--- config.mk ---
export PLATFORM = sky130hd
export DESIGN_NAME = fetch_unit
export DESIGN_NICKNAME = d
export VERILOG_FILES = /design/src/rtl/fetch_unit_pkg.sv /design/src/rtl/fetch_unit_instr_decode.sv /design/src/rtl/fetch_unit.sv
export SDC_FILE = /design/constraint.sdc
export NUM_CORES = 1
export LEC_CHECK = 0
export CAP_MARGIN = 40
export CORE_MARGIN = 1.5
export CORE_UTILIZATION = 42
export CTS_CLUSTER_DIAMETER = 60
export DETAILED_ROUTE_END_ITERATION = 10
export PLACE_DENSITY = 0.81
export RECOVER_POWER = 100
export SYNTH_ARGS = -nofsm -noshare
export SYNTH_HDL_FRONTEND = slang
export SYNTH_SLANG_ARGS = --single-unit
--- constraint.sdc ---
create_clock -name CLK -period 2.3 [get_ports CLK]
set_clock_uncertainty 0.05 [all_clocks]
set_input_delay 0.345 -clock CLK [delete_from_list [all_inputs] [get_ports CLK]]
set_output_delay 0.345 -clock CLK [all_outputs]
set_load 0.03 [all_outputs]
--- src/rtl/fetch_unit_pkg.sv ---
`default_nettype none
// ============================================================================
// fetch_unit_pkg : shared ISA field positions, reset defaults and FSM states
// Rev 1.0
// ============================================================================
package fetch_unit_pkg;

  localparam int          ISA_W            = 16;
  localparam int          FIELD_W          = 4;
  localparam int          OPCODE_LSB       = 12;
  localparam int          RD_LSB           = 8;
  localparam int          RS_LSB           = 4;
  localparam int          RT_LSB           = 0;
  localparam int          IMM_W_DEFAULT    = 8;
  localparam logic [15:0] RESET_PC_DEFAULT = 16'h0000;

  typedef enum logic [1:0] {
    BOOT  = 2'd0,
    FETCH = 2'd1,
    HOLD  = 2'd2
  } fetch_state_e;

endpackage
`default_nettype wire

--- src/rtl/fetch_unit_instr_decode.sv ---
`default_nettype none
// ============================================================================
// instr_decode : combinational field split and immediate sign extension
// Rev 1.0
// ============================================================================
module instr_decode
  import fetch_unit_pkg::*;
#(
  parameter int IMM_W = IMM_W_DEFAULT
) (
  input  logic [15:0] inst,
  output logic [3:0]  opcode,
  output logic [3:0]  rd,
  output logic [3:0]  rs,
  output logic [3:0]  rt,
  output logic [15:0] imm
);

  assign opcode = inst[OPCODE_LSB +: FIELD_W];
  assign rd     = inst[RD_LSB +: FIELD_W];
  assign rs     = inst[RS_LSB +: FIELD_W];
  assign rt     = inst[RT_LSB +: FIELD_W];

  generate
    if (IMM_W < ISA_W) begin : g_sext
      assign imm = {{(ISA_W - IMM_W){inst[IMM_W-1]}}, inst[IMM_W-1:0]};
    end else begin : g_full
      assign imm = inst;
    end
  endgenerate

endmodule
`default_nettype wire

--- src/rtl/fetch_unit.sv ---
`default_nettype none
// ============================================================================
// fetch_unit : BOOT/FETCH/HOLD instruction fetch with branch redirect.
// Optional macro FETCH_PERF_EN adds a saturating consumed-instruction counter.
// Rev 1.0
// ============================================================================
module fetch_unit
  import fetch_unit_pkg::*;
#(
  parameter logic [15:0] RESET_PC = RESET_PC_DEFAULT,
  parameter int          IMM_W    = IMM_W_DEFAULT
) (
  input  logic        CLK,
  input  logic        Reset,
  output logic [15:0] mem_addr,
  output logic        mem_rd,
  input  logic [15:0] mem_rdata,
  input  logic        mem_ready,
  input  logic        stall,
  input  logic        branch_taken,
  input  logic [15:0] branch_target,
  output logic [15:0] inst,
  output logic [15:0] inst_pc,
  output logic        inst_valid,
  output logic [3:0]  opcode,
  output logic [3:0]  rd,
  output logic [3:0]  rs,
  output logic [3:0]  rt,
  output logic [15:0] imm
`ifdef FETCH_PERF_EN
  ,
  output logic [31:0] fetch_count
`endif
);

  fetch_state_e state_q, state_d;
  logic [15:0]  pc_q, pc_d;
  logic [15:0]  inst_q, inst_d;
  logic [15:0]  inst_pc_q, inst_pc_d;

  always_ff @(posedge CLK or posedge Reset) begin
    if (Reset) begin
      state_q   <= BOOT;
      pc_q      <= RESET_PC;
      inst_q    <= 16'h0000;
      inst_pc_q <= 16'h0000;
    end else begin
      state_q   <= state_d;
      pc_q      <= pc_d;
      inst_q    <= inst_d;
      inst_pc_q <= inst_pc_d;
    end
  end

  // A redirect outranks both a completing fetch and a stalled hold.
  always_comb begin
    state_d   = state_q;
    pc_d      = pc_q;
    inst_d    = inst_q;
    inst_pc_d = inst_pc_q;
    unique case (state_q)
      BOOT: begin
        state_d = FETCH;
      end
      FETCH: begin
        if (branch_taken) begin
          pc_d = branch_target;
        end else if (mem_ready) begin
          inst_d    = mem_rdata;
          inst_pc_d = pc_q;
          pc_d      = pc_q + 16'd1;
          state_d   = HOLD;
        end
      end
      HOLD: begin
        if (branch_taken) begin
          pc_d    = branch_target;
          state_d = FETCH;
        end else if (!stall) begin
          state_d = FETCH;
        end
      end
      default: begin
        state_d = BOOT;
      end
    endcase
  end

  assign mem_rd     = (state_q == FETCH);
  assign mem_addr   = pc_q;
  assign inst_valid = (state_q == HOLD);
  assign inst       = inst_q;
  assign inst_pc    = inst_pc_q;

  instr_decode #(
    .IMM_W (IMM_W)
  ) u_decode (
    .inst   (inst_q),
    .opcode (opcode),
    .rd     (rd),
    .rs     (rs),
    .rt     (rt),
    .imm    (imm)
  );

`ifdef FETCH_PERF_EN
  logic [31:0] fetch_count_q, fetch_count_d;
  logic        consume;

  assign consume = (state_q == HOLD) && !stall && !branch_taken;

  always_comb begin
    fetch_count_d = fetch_count_q;
    if (consume && (fetch_count_q != 32'hFFFF_FFFF)) begin
      fetch_count_d = fetch_count_q + 32'd1;
    end
  end

  always_ff @(posedge CLK or posedge Reset) begin
    if (Reset) begin
      fetch_count_q <= 32'd0;
    end else begin
      fetch_count_q <= fetch_count_d;
    end
  end

  assign fetch_count = fetch_count_q;
`endif

endmodule
`default_nettype wire

After elaboration in Yosys (flattened, before gate mapping):

Index checks and enable logic that the tools add are counted.

* input bits: 37
* output and inout bits: 82
* logic and storage cells: 27
* register bits: 50

* muxes and demuxes: 9
* $add $sub $neg: 1
* bitwise gates (word level): 1
* reductions and logical operators: 5
* eq/ne operators: 7

Operators by type and width (count)
* two-way mux 16 bit: 3
* one-hot mux 16 bit (2 select lines): 1
* adder 16 x 1 -> 16 bit, second input constant: 1
* AND reduction 3 bit: 3
* two-way mux 2 bit: 4
* one-hot mux 2 bit (3 select lines): 1
* inequality test 2 bit, second input constant: 2
* inequality test 3 x 1 -> 1 bit, second input constant: 1
* inequality test 3 bit, second input constant: 1
* == test 2 x 1 -> 1 bit, second input constant: 1
* == test 2 bit, second input constant: 1
* logical NOT 2 bit: 1
* inequality test 2 x 1 -> 1 bit, second input constant: 1
* nonzero test 2 bit: 1
* NOT 1 bit: 1

Depth between registers and ports, before layout:

Gate-level depths: netlist of run 1.

* depth in word-level cells: 4
* depth in mapped cells: 8
* mapped depth without buffers: 6

Modules after synthesis:

Synthesis of run 1 repeated with hierarchy kept, for this count alone.

* cell total of the unflattened synthesis: 239
* area, all modules: 2640.0 µm²

Modules (own cells, without submodules)
* fetch_unit: times used 1, cells each 207, area each 2399.8 µm²
* instr_decode: times used 1, cells each 32, area each 240.2 µm²

Worst setup path after synthesis of run 1:

Ideal clock, no wire load.

* path type: flip-flop to flip-flop
* start point: reg state_q[1]
* end point: reg pc_q[12] (netlist: mem_addr[12])
* stages on the path, launching flop included: 8
* library setup time: 123 ps
* buffers on the path: 1
* arrival: 1771 ps
* clock period less this slack: 1944 ps
* slack: 356 ps
* required time: 2127 ps
* cell sequence: dfrtp_1 inv_1 ha_1 inv_2 o311a_1 buf_6 a311o_1 o221a_2

* longest elaborated chain between the ends: 3
* elaborated cells between the ends (all ways): 7
* classes of those cells: eq/ne: 4; mux: 1; reduce/logical: 2

Ends and longest elaborated chain
* start: declaration: RTL line fetch_unit.sv:36 `fetch_state_e state_q, state_d;`
* start signal: assignment: RTL line fetch_unit.sv:48 `state_q <= state_d;`
* == test 2 x 1 -> 1 bit *
* net mem_rd: RTL line fetch_unit.sv:16 `output logic mem_rd,`
* inequality test 3 x 1 -> 1 bit (no line) / nonzero test 2 bit (equally long branches)
* AND reduction 3 bit (no line)
* end signal: assignment: RTL line fetch_unit.sv:49 `pc_q <= pc_d;`
* end: declaration: RTL line fetch_unit.sv:37 `logic [15:0] pc_q, pc_d;`

The timed path passes the listed nets; every way through them passes the cells marked *.
A chain may end at the register's enable or synchronous reset.

Worst setup path after layout of run 1:

* start point: reg state_q[1]
* end point: out mem_rd

* longest elaborated chain between the ends: 1

Ends and longest elaborated chain
* == test 2 x 1 -> 1 bit: RTL line fetch_unit.sv:89 `assign mem_rd = (state_q == FETCH);`
* end: declaration: RTL line fetch_unit.sv:16

No other way between the ends.

==> results of run 1 <==
## through the flow
step / util (%) / area, sq um
after CTS: 64.0 / 3830
after global routing: 63.3 / 3790
after global placement: 61.6 / 3690
after detailed placement: 61.6 / 3690
after floorplan: - / 2640
final: 63.3 / 3790
## routing by layer
layer  vias to the layer above  track usage, %  wire [microns]
li1                       1014               -               -
met1                      1042            25.0            2610
met3                        10            4.07             414
met2                        82            31.3            2910
met4                         0            4.41              61
met5                         -               0               0
## area by class of cell
cell class | count | area, sq um | share of cell area (%)
flip-flops and latches | 50 | 1250 | 33.0
repair buffers | 125 | 1230 | 32.5
multi-input cells | 139 | 1040 | 27.5
well taps | 75 | 93.8 | 2.48
clock buffers | 6 | 82.6 | 2.18
clock inverters | 2 | 60.1 | 1.58
inverters | 8 | 30.0 | 0.792
## how the worst max path moves through the flow
stage / start / endpoint / slack (ns) / depth (start not counted)
final: state_q[1]$_DFFE_PP0P_ / mem_rd / 0.13 / 3
after global routing: state_q[1]$_DFFE_PP0P_ / mem_rd / 0.08 / 3
after CTS: state_q[0]$_DFFE_PP0P_ / inst_valid / 0.01 / 3
after detailed placement: branch_taken / mem_addr[10]$_DFFE_PP0P_ / 0.25 / 6
after global placement: branch_taken / mem_addr[6]$_DFFE_PP0P_ / 0.31 / 5
after floorplan: state_q[1]$_DFFE_PP0P_ / mem_addr[12]$_DFFE_PP0P_ / 0.36 / 7
## repair_timing
item	4_1_cts	5_1_grt
setup endpoints to repair	0	1
setup buffers	0	0
hold endpoints to repair	0	0
gates resized for setup	0	1
## cells by family (layout without fill, tap and decap cells)
group,count (synthesis),after routing,synth area share (%)
mux,32,32,13.6
compound gates,55,55,14.5
fa+ha+maj,5,5,2.37
flops,50,50,47.4
simple gates,47,47,9.48
buf+inv,50,141,12.7
## where the power goes
part           switching (W)  total, W  leakage [nW]  internal, W
clock               0.000287  0.000751        0.0714     0.000464
sequential          0.000423   0.00175         0.580      0.00133
combinational        0.00249   0.00415         0.936      0.00166
total                0.00320   0.00665          1.59      0.00346
## Yosys cell counts, types with 3 or more instances
master / instances / share of area (%)
nand3_1: 6 / 1.1
nand2_1: 17 / 2.4
a21oi_1: 16 / 3.0
inv_1: 7 / 1.0
a31oi_1: 3 / 0.71
o22ai_1: 3 / 0.71
o31ai_1: 3 / 0.85
ha_1: 5 / 2.4
dfrtp_1: 50 / 47
o21ai_0: 10 / 1.9
buf_4: 33 / 9.4
buf_2: 6 / 1.1
mux2_2: 31 / 13
nor2_1: 10 / 1.4
## flip-flops by register name, summed over array words and instances (netlist names)
register,flops
inst,16
mem_addr,16
inst_pc,16
state_q,2
## worst reg2reg max path, stage by stage, from the launching register on
cell      delay [ns]
dfrtp_1         0.38
inv_1           0.08
ha_1            0.22
nand3_2         0.07
clkbuf_1        0.63
mux2_2          0.42
==> impl_metrics.py, run 1 <==
metrics = {
    "sta": {
        "fin_crit_sh_pct": 94.4,
        "holdWs_ns": 0.433,
        "rsz0062_at_grt": "false",
        "tns_ns": 0,
        "fin_crit_ns": 2.17,
        "worst_slack_ns": 0.128,
        "worst_pin_slew_ns": 1.25,
        "finalHoldViolations": 0,
        "slew_headroom_pct": 16.9,
        "setup_violations": 0,
        "drv_slew": 0,
        "fmax_ghz": 0.460,
    },
    "route": {
        "drtPass1Iterations": 4,
        "wl_per_cell_microns": 14.8,
        "drcViolationCount": 0,
        "vias": 2148,
        "final_antenna_net_count": 0,
        "drt_iter0_markers": 212,
        "drt-total-wl_microns": 5990,
        "viasPerCell": 5.30,
    },
    "cts": {
        "path_clk_slew_ns": 0.09,
        "h-tree-depth": 2,
        "cts_tree": "built",
        "insertion_delay_ns": 0.30,
        "cts.path.max_buffers": 2,
        "cts_hold_buf": 0,
        "cts-buffers-inserted": 5,
        "cts.sinks": 50,
        "root_buffer": "clkbuf_8",
    },
    "setup_path": {
        "crit_path_start_kind": "register",
        "rr_worst_depth": 5,
        "critical_path_class": "reg -> out",
        "crit_slowest_cell": "dlygate4sd3_1",
        "regToRegStartpoint": "state_q[1]$_DFFE_PP0P_",
        "crit_buf_inv": 2,
        "end_kind": "output port",
        "cp_max_fo": 3,
        "crit_required_ns": 1.90,
        "critPathTopFamily": "buffers and inverters",
        "r2r_setup_slack_ns": 0.33,
        "r2r-end": "inst_pc[10]$_DFFE_PP0P_",
        "cpPeakStageDelay_ns": 0.75,
        "path_cells": "inv_1 -> ha_1 -> dlygate4sd3_1",
        "arrival_ns": 1.78,
    },
    "placement": {
        "post-dp-hpwl_microns": 4530,
        "dpl.cell_count": 397,
        "io_buffers": 118,
        "place.gp.congestion": 0.839,
        "pre_cts_slack_ns": 0.252,
    },
    "floorplan": {
        "ios": 119,
        "die_h_microns": 82.3,
        "rows": 28,
        "coreArea_sq_um": 5990,
        "die_x_microns": 82.3,
        "die-area_sq_um": 6770,
        "start_util_pct": 44.1,
    },
    "cells_and_area": {
        "drive_above_1_share_pct": 16.7,
        "fillers": 496,
        "fin_cells": 405,
        "final_cell_mix": "83 x dlygate4sd3_1, 50 x dfrtp_1, 34 x clkdlybuf4s50_1, 31 x mux2_2, 17 x nand2_1",
        "finalNetCount": 371,
        "final_common_cell": "dlygate4sd3_1",
        "antenna_cells": 0,
        "areaGrowthSynthToFinish_pct": 43.6,
    },
    "global_routing": {
        "grt_max_degree": 51,
        "grt_pass1_wl_microns": 9810,
        "antenna_found_initial": 0,
        "globalRouteOverflowTotal": 0,
        "grt_pass1_vias": 2043,
        "grtUsageTotal_pct": 18.8,
    },
    "hold_path": {
        "hold_class": "reg -> reg",
        "min-delay-start": "inst_pc[4]$_DFFE_PP0P_",
        "worstHoldEndpoint": "inst_pc[4]$_DFFE_PP0P_",
        "min_path_cells": 2,
    },
    "synth": {
        "ys.flop_type": "dfrtp_1",
        "ys_ff_latch": 50,
        "synth.distinct_cells": 45,
        "synth.avg_cell_area_sq_um": 11.0,
        "ys_seq_area_share_pct": 47.4,
        "syn-num-nets": 281,
        "async_reset_ff_share_pct": 100,
        "synth-edff-count": 0,
        "syn_area_sq_um": 2640,
        "netlist_instances": 239,
        "yosys_warnings": 0,
    },
    "pwr": {
        "p_per_area_nw_per_um2": 1760,
        "vdd_drop_max_mv": 0.894,
        "power.leakage_nw": 1.59,
        "power.total_w": 0.00665,
    },
    "flow_run": {
        "maxCapViolCount": 0,
    },
    "run_status": {
        "outcome": "finished clean",
    },
}
Power figures use the tool's default switching activity.
==> inputs of run 2 (changes only) <==
--- a/config.mk
+++ b/config.mk
@@ -6,6 +6,7 @@
 export NUM_CORES = 1
 export LEC_CHECK = 0
 export CAP_MARGIN = 40
+export CORE_ASPECT_RATIO = 1.75
 export CORE_MARGIN = 1.5
 export CORE_UTILIZATION = 42
 export CTS_CLUSTER_DIAMETER = 60
@@ -14,4 +15,5 @@
 export RECOVER_POWER = 100
 export SYNTH_ARGS = -nofsm -noshare
 export SYNTH_HDL_FRONTEND = slang
+export SYNTH_HIERARCHICAL = 1
 export SYNTH_SLANG_ARGS = --single-unit
==> impl_metrics.py, run 2 <==
metrics = {
    "cts": {
        "ctsResizeCount": 0,
        "insertion_delay_ns": 0.30,
        "cts.sinks": 50,
        "path_clk_slew_ns": 0.09,
        "h-tree-depth": 2,
        "cts_hold_buf": 0,
        "postCtsSetupBuffers": 0,
        "cts-buffers-inserted": 5,
        "cts.path.max_buffers": 2,
        "cts_tree": "built",
        "root_buffer": "clkbuf_8",
    },
    "synth": {
        "ys_top_cells_by_count": "50 x dfrtp_1, 33 x buf_4, 31 x mux2_2",
        "synth-edff-count": 0,
        "ys.flop_type": "dfrtp_1",
        "synth_most_common_cell": "dfrtp_1",
        "synth_top_area_share_pct": 47.4,
        "async_reset_ff_share_pct": 100,
        "synth.avg_cell_area_sq_um": 11.0,
        "yosys_warnings": 6,
        "synth_area_leaders": "dfrtp_1 47%, mux2_2 13%, buf_4 9.4%, a21oi_1 3.0%, nand2_1 2.4%",
        "ys_ff_latch": 50,
        "netlist_instances": 239,
        "synth_top_cell_by_area": "dfrtp_1",
        "syn_area_sq_um": 2640,
        "syn-num-nets": 281,
        "synth.distinct_cells": 45,
        "ys_seq_area_share_pct": 47.4,
    },
    "sta": {
        "slew_headroom_pct": 17.4,
        "fmax_ghz": 0.462,
        "holdWs_ns": 0.450,
        "setup_violations": 0,
        "fin_crit_sh_pct": 94.2,
        "drv_slew": 0,
        "fin_crit_ns": 2.17,
        "finalHoldViolations": 0,
        "worst_pin_slew_ns": 1.24,
        "tns_ns": 0,
        "rsz0062_at_grt": "false",
        "worst_slack_ns": 0.133,
    },
    "floorplan": {
        "die_h_microns": 108,
        "die-area_sq_um": 6790,
        "ios": 119,
        "die_x_microns": 62.9,
        "rows": 38,
        "start_util_pct": 43.0,
        "coreArea_sq_um": 6130,
    },
    "pwr": {
        "vdd_drop_max_mv": 0.754,
        "p_per_area_nw_per_um2": 1750,
        "clock_power_share_pct": 9.7,
        "power_report.internal_total_w": 0.00330,
        "swShare_pct": 49.6,
        "power_frac_seq_pct": 26.9,
        "p_comb_share_pct": 63.3,
        "power.leakage_nw": 1.57,
        "p_switching_w": 0.00326,
    },
    "route": {
        "final_antenna_net_count": 0,
        "drtPass1Iterations": 4,
        "drcViolationCount": 0,
        "vias": 2177,
        "viasPerCell": 5.34,
        "drt-total-wl_microns": 6550,
        "wl_per_cell_microns": 16.1,
        "drt_iter0_markers": 72,
    },
    "placement": {
        "io_buffers": 118,
        "pre_cts_slack_ns": 0.194,
        "place.gp.congestion": 0.800,
        "post-dp-hpwl_microns": 5000,
    },
    "setup_path": {
        "path_cells": "inv_1 -> ha_1 -> dlygate4sd3_1",
        "startpoint": "state_q[1]$_DFFE_PP0P_",
        "end_kind": "output port",
        "regToRegStartpoint": "state_q[1]$_DFFE_PP0P_",
        "crit_buf_inv": 2,
        "crit_slowest_cell": "dlygate4sd3_1",
        "critical_path_class": "reg -> out",
        "rr_worst_depth": 7,
        "crit_path_start_kind": "register",
        "crit_required_ns": 1.90,
        "r2r-end": "mem_addr[12]$_DFFE_PP0P_",
        "r2r_setup_slack_ns": 0.29,
        "critPathTopFamily": "buffers and inverters",
        "cp_max_fo": 3,
        "arrival_ns": 1.77,
        "cpPeakStageDelay_ns": 0.75,
    },
    "cells_and_area": {
        "finalNetCount": 370,
        "areaGrowthSynthToFinish_pct": 42.4,
        "final_cell_mix": "83 x dlygate4sd3_1, 50 x dfrtp_1, 34 x clkdlybuf4s50_1, 31 x mux2_2, 17 x nand2_1",
        "final_common_cell": "dlygate4sd3_1",
        "drive_above_1_share_pct": 16.2,
        "antenna_cells": 0,
    },
    "run_status": {
        "outcome": "finished clean",
    },
    "flow_run": {
        "maxCapViolCount": 0,
    },
    "hold_path": {
        "worstHoldEndpoint": "inst_pc[13]$_DFFE_PP0P_",
        "hold_class": "reg -> reg",
        "min-delay-start": "inst_pc[13]$_DFFE_PP0P_",
        "min_path_cells": 2,
    },
    "global_routing": {
        "globalRouteOverflowTotal": 0,
        "grt_pass1_vias": 2127,
        "antenna_found_initial": 0,
        "grt_max_degree": 51,
        "grt_pass1_wl_microns": 10700,
        "grtUsageTotal_pct": 20.2,
    },
}
==> run 2: cell types whose count changed in the layout (fill, tap and decap cells not counted) <==
cell / previous run / this run
bufinv_16: 2 / 1
o211ai_1: 1 / 0
o211ai_2: 0 / 1
nand3_1: 6 / 7
buf_4: 3 / 2
nand3_2: 2 / 1
==> run 2: per-layer routing <==
layer / vias to the layer above / track usage, % / share of wire (%)
met5: - / 0 / 0
met4: 0 / 10.0 / 2.5
met3: 14 / 3.03 / 4.1
met2: 85 / 36.1 / 56
met1: 1065 / 23.1 / 37
li1: 1013 / - / -
==> run 2: how the worst max path moves through the flow <==
stage,to,slack [ns],depth (start not counted)
after floorplan,mem_addr[12]$_DFFE_PP0P_,0.36,7
after global placement,mem_addr[12]$_DFFE_PP0P_,0.25,5
after detailed placement,mem_addr[12]$_DFFE_PP0P_,0.19,6
after CTS,inst_valid,0.06,3
after global routing,mem_rd,0.05,3
final,mem_rd,0.13,3
==> run 2: final cells by class <==
cell class | instances | area, sq um
repair buffers | 124 | 1220
well taps | 80 | 100
multi-input cells | 139 | 1040
clock inverters | 1 | 30.0
clock buffers | 6 | 82.6
flip-flops and latches | 50 | 1250
fillers | 496 | 2370
inverters | 8 | 30.0
==> run 2: cell families (layout without fill, tap and decap cells) <==
group                      after synthesis  after routing  share of synthesized area, %
AOI/OAI and AO/OA                       55             55                          14.5
DFF                                     50             50                          47.4
buffers and inverters                   50            139                          12.7
and+or+nand+nor                         47             47                          9.48
muxes                                   32             32                          13.6
adders and majority gates                5              5                          2.37
==> run 2: metrics by stage <==
| stage | instances | utilization [%] | cell area (sq um) | total power (W) |
|---|---|---|---|---|
| floorplan | 239 | - | 2640 | 0.00485 |
| global placement | 401 | 60.1 | 3690 | 0.00619 |
| detailed placement | 401 | 60.1 | 3690 | 0.00631 |
| CTS | 408 | 62.0 | 3800 | 0.00695 |
| global route | 408 | 61.3 | 3760 | 0.00693 |
| finish | 408 | 61.3 | 3760 | 0.00656 |
==> run 2: power groups by stage <==
stage | combinational (W) | sequential, W | clock [W]
2_1_floorplan | 0.00228 | 0.00257 | 0
3_3_place_gp | 0.00441 | 0.00179 | 0
3_5_place_dp | 0.00449 | 0.00182 | 0
4_1_cts | 0.00450 | 0.00180 | 0.000651
5_1_grt | 0.00438 | 0.00186 | 0.000683
6_report | 0.00416 | 0.00177 | 0.000639
==> run 2: tightest hold or removal path: stages (launching register included) <==
cell,delay [ns]
dfrtp_1,0.35
nand2_1,0.05
o21ai_0,0.06
==> inputs of run 3 (changes only) <==
--- a/config.mk
+++ b/config.mk
@@ -9,6 +9,7 @@
 export CORE_ASPECT_RATIO = 1.75
 export CORE_MARGIN = 1.5
 export CORE_UTILIZATION = 42
+export CTS_BUF_LIST = sky130_fd_sc_hd__clkbuf_8 sky130_fd_sc_hd__clkbuf_16
 export CTS_CLUSTER_DIAMETER = 60
 export DETAILED_ROUTE_END_ITERATION = 10
 export PLACE_DENSITY = 0.81
==> results of run 3 <==
The final DEF is identical to that of run 2; final timing and power are the same.
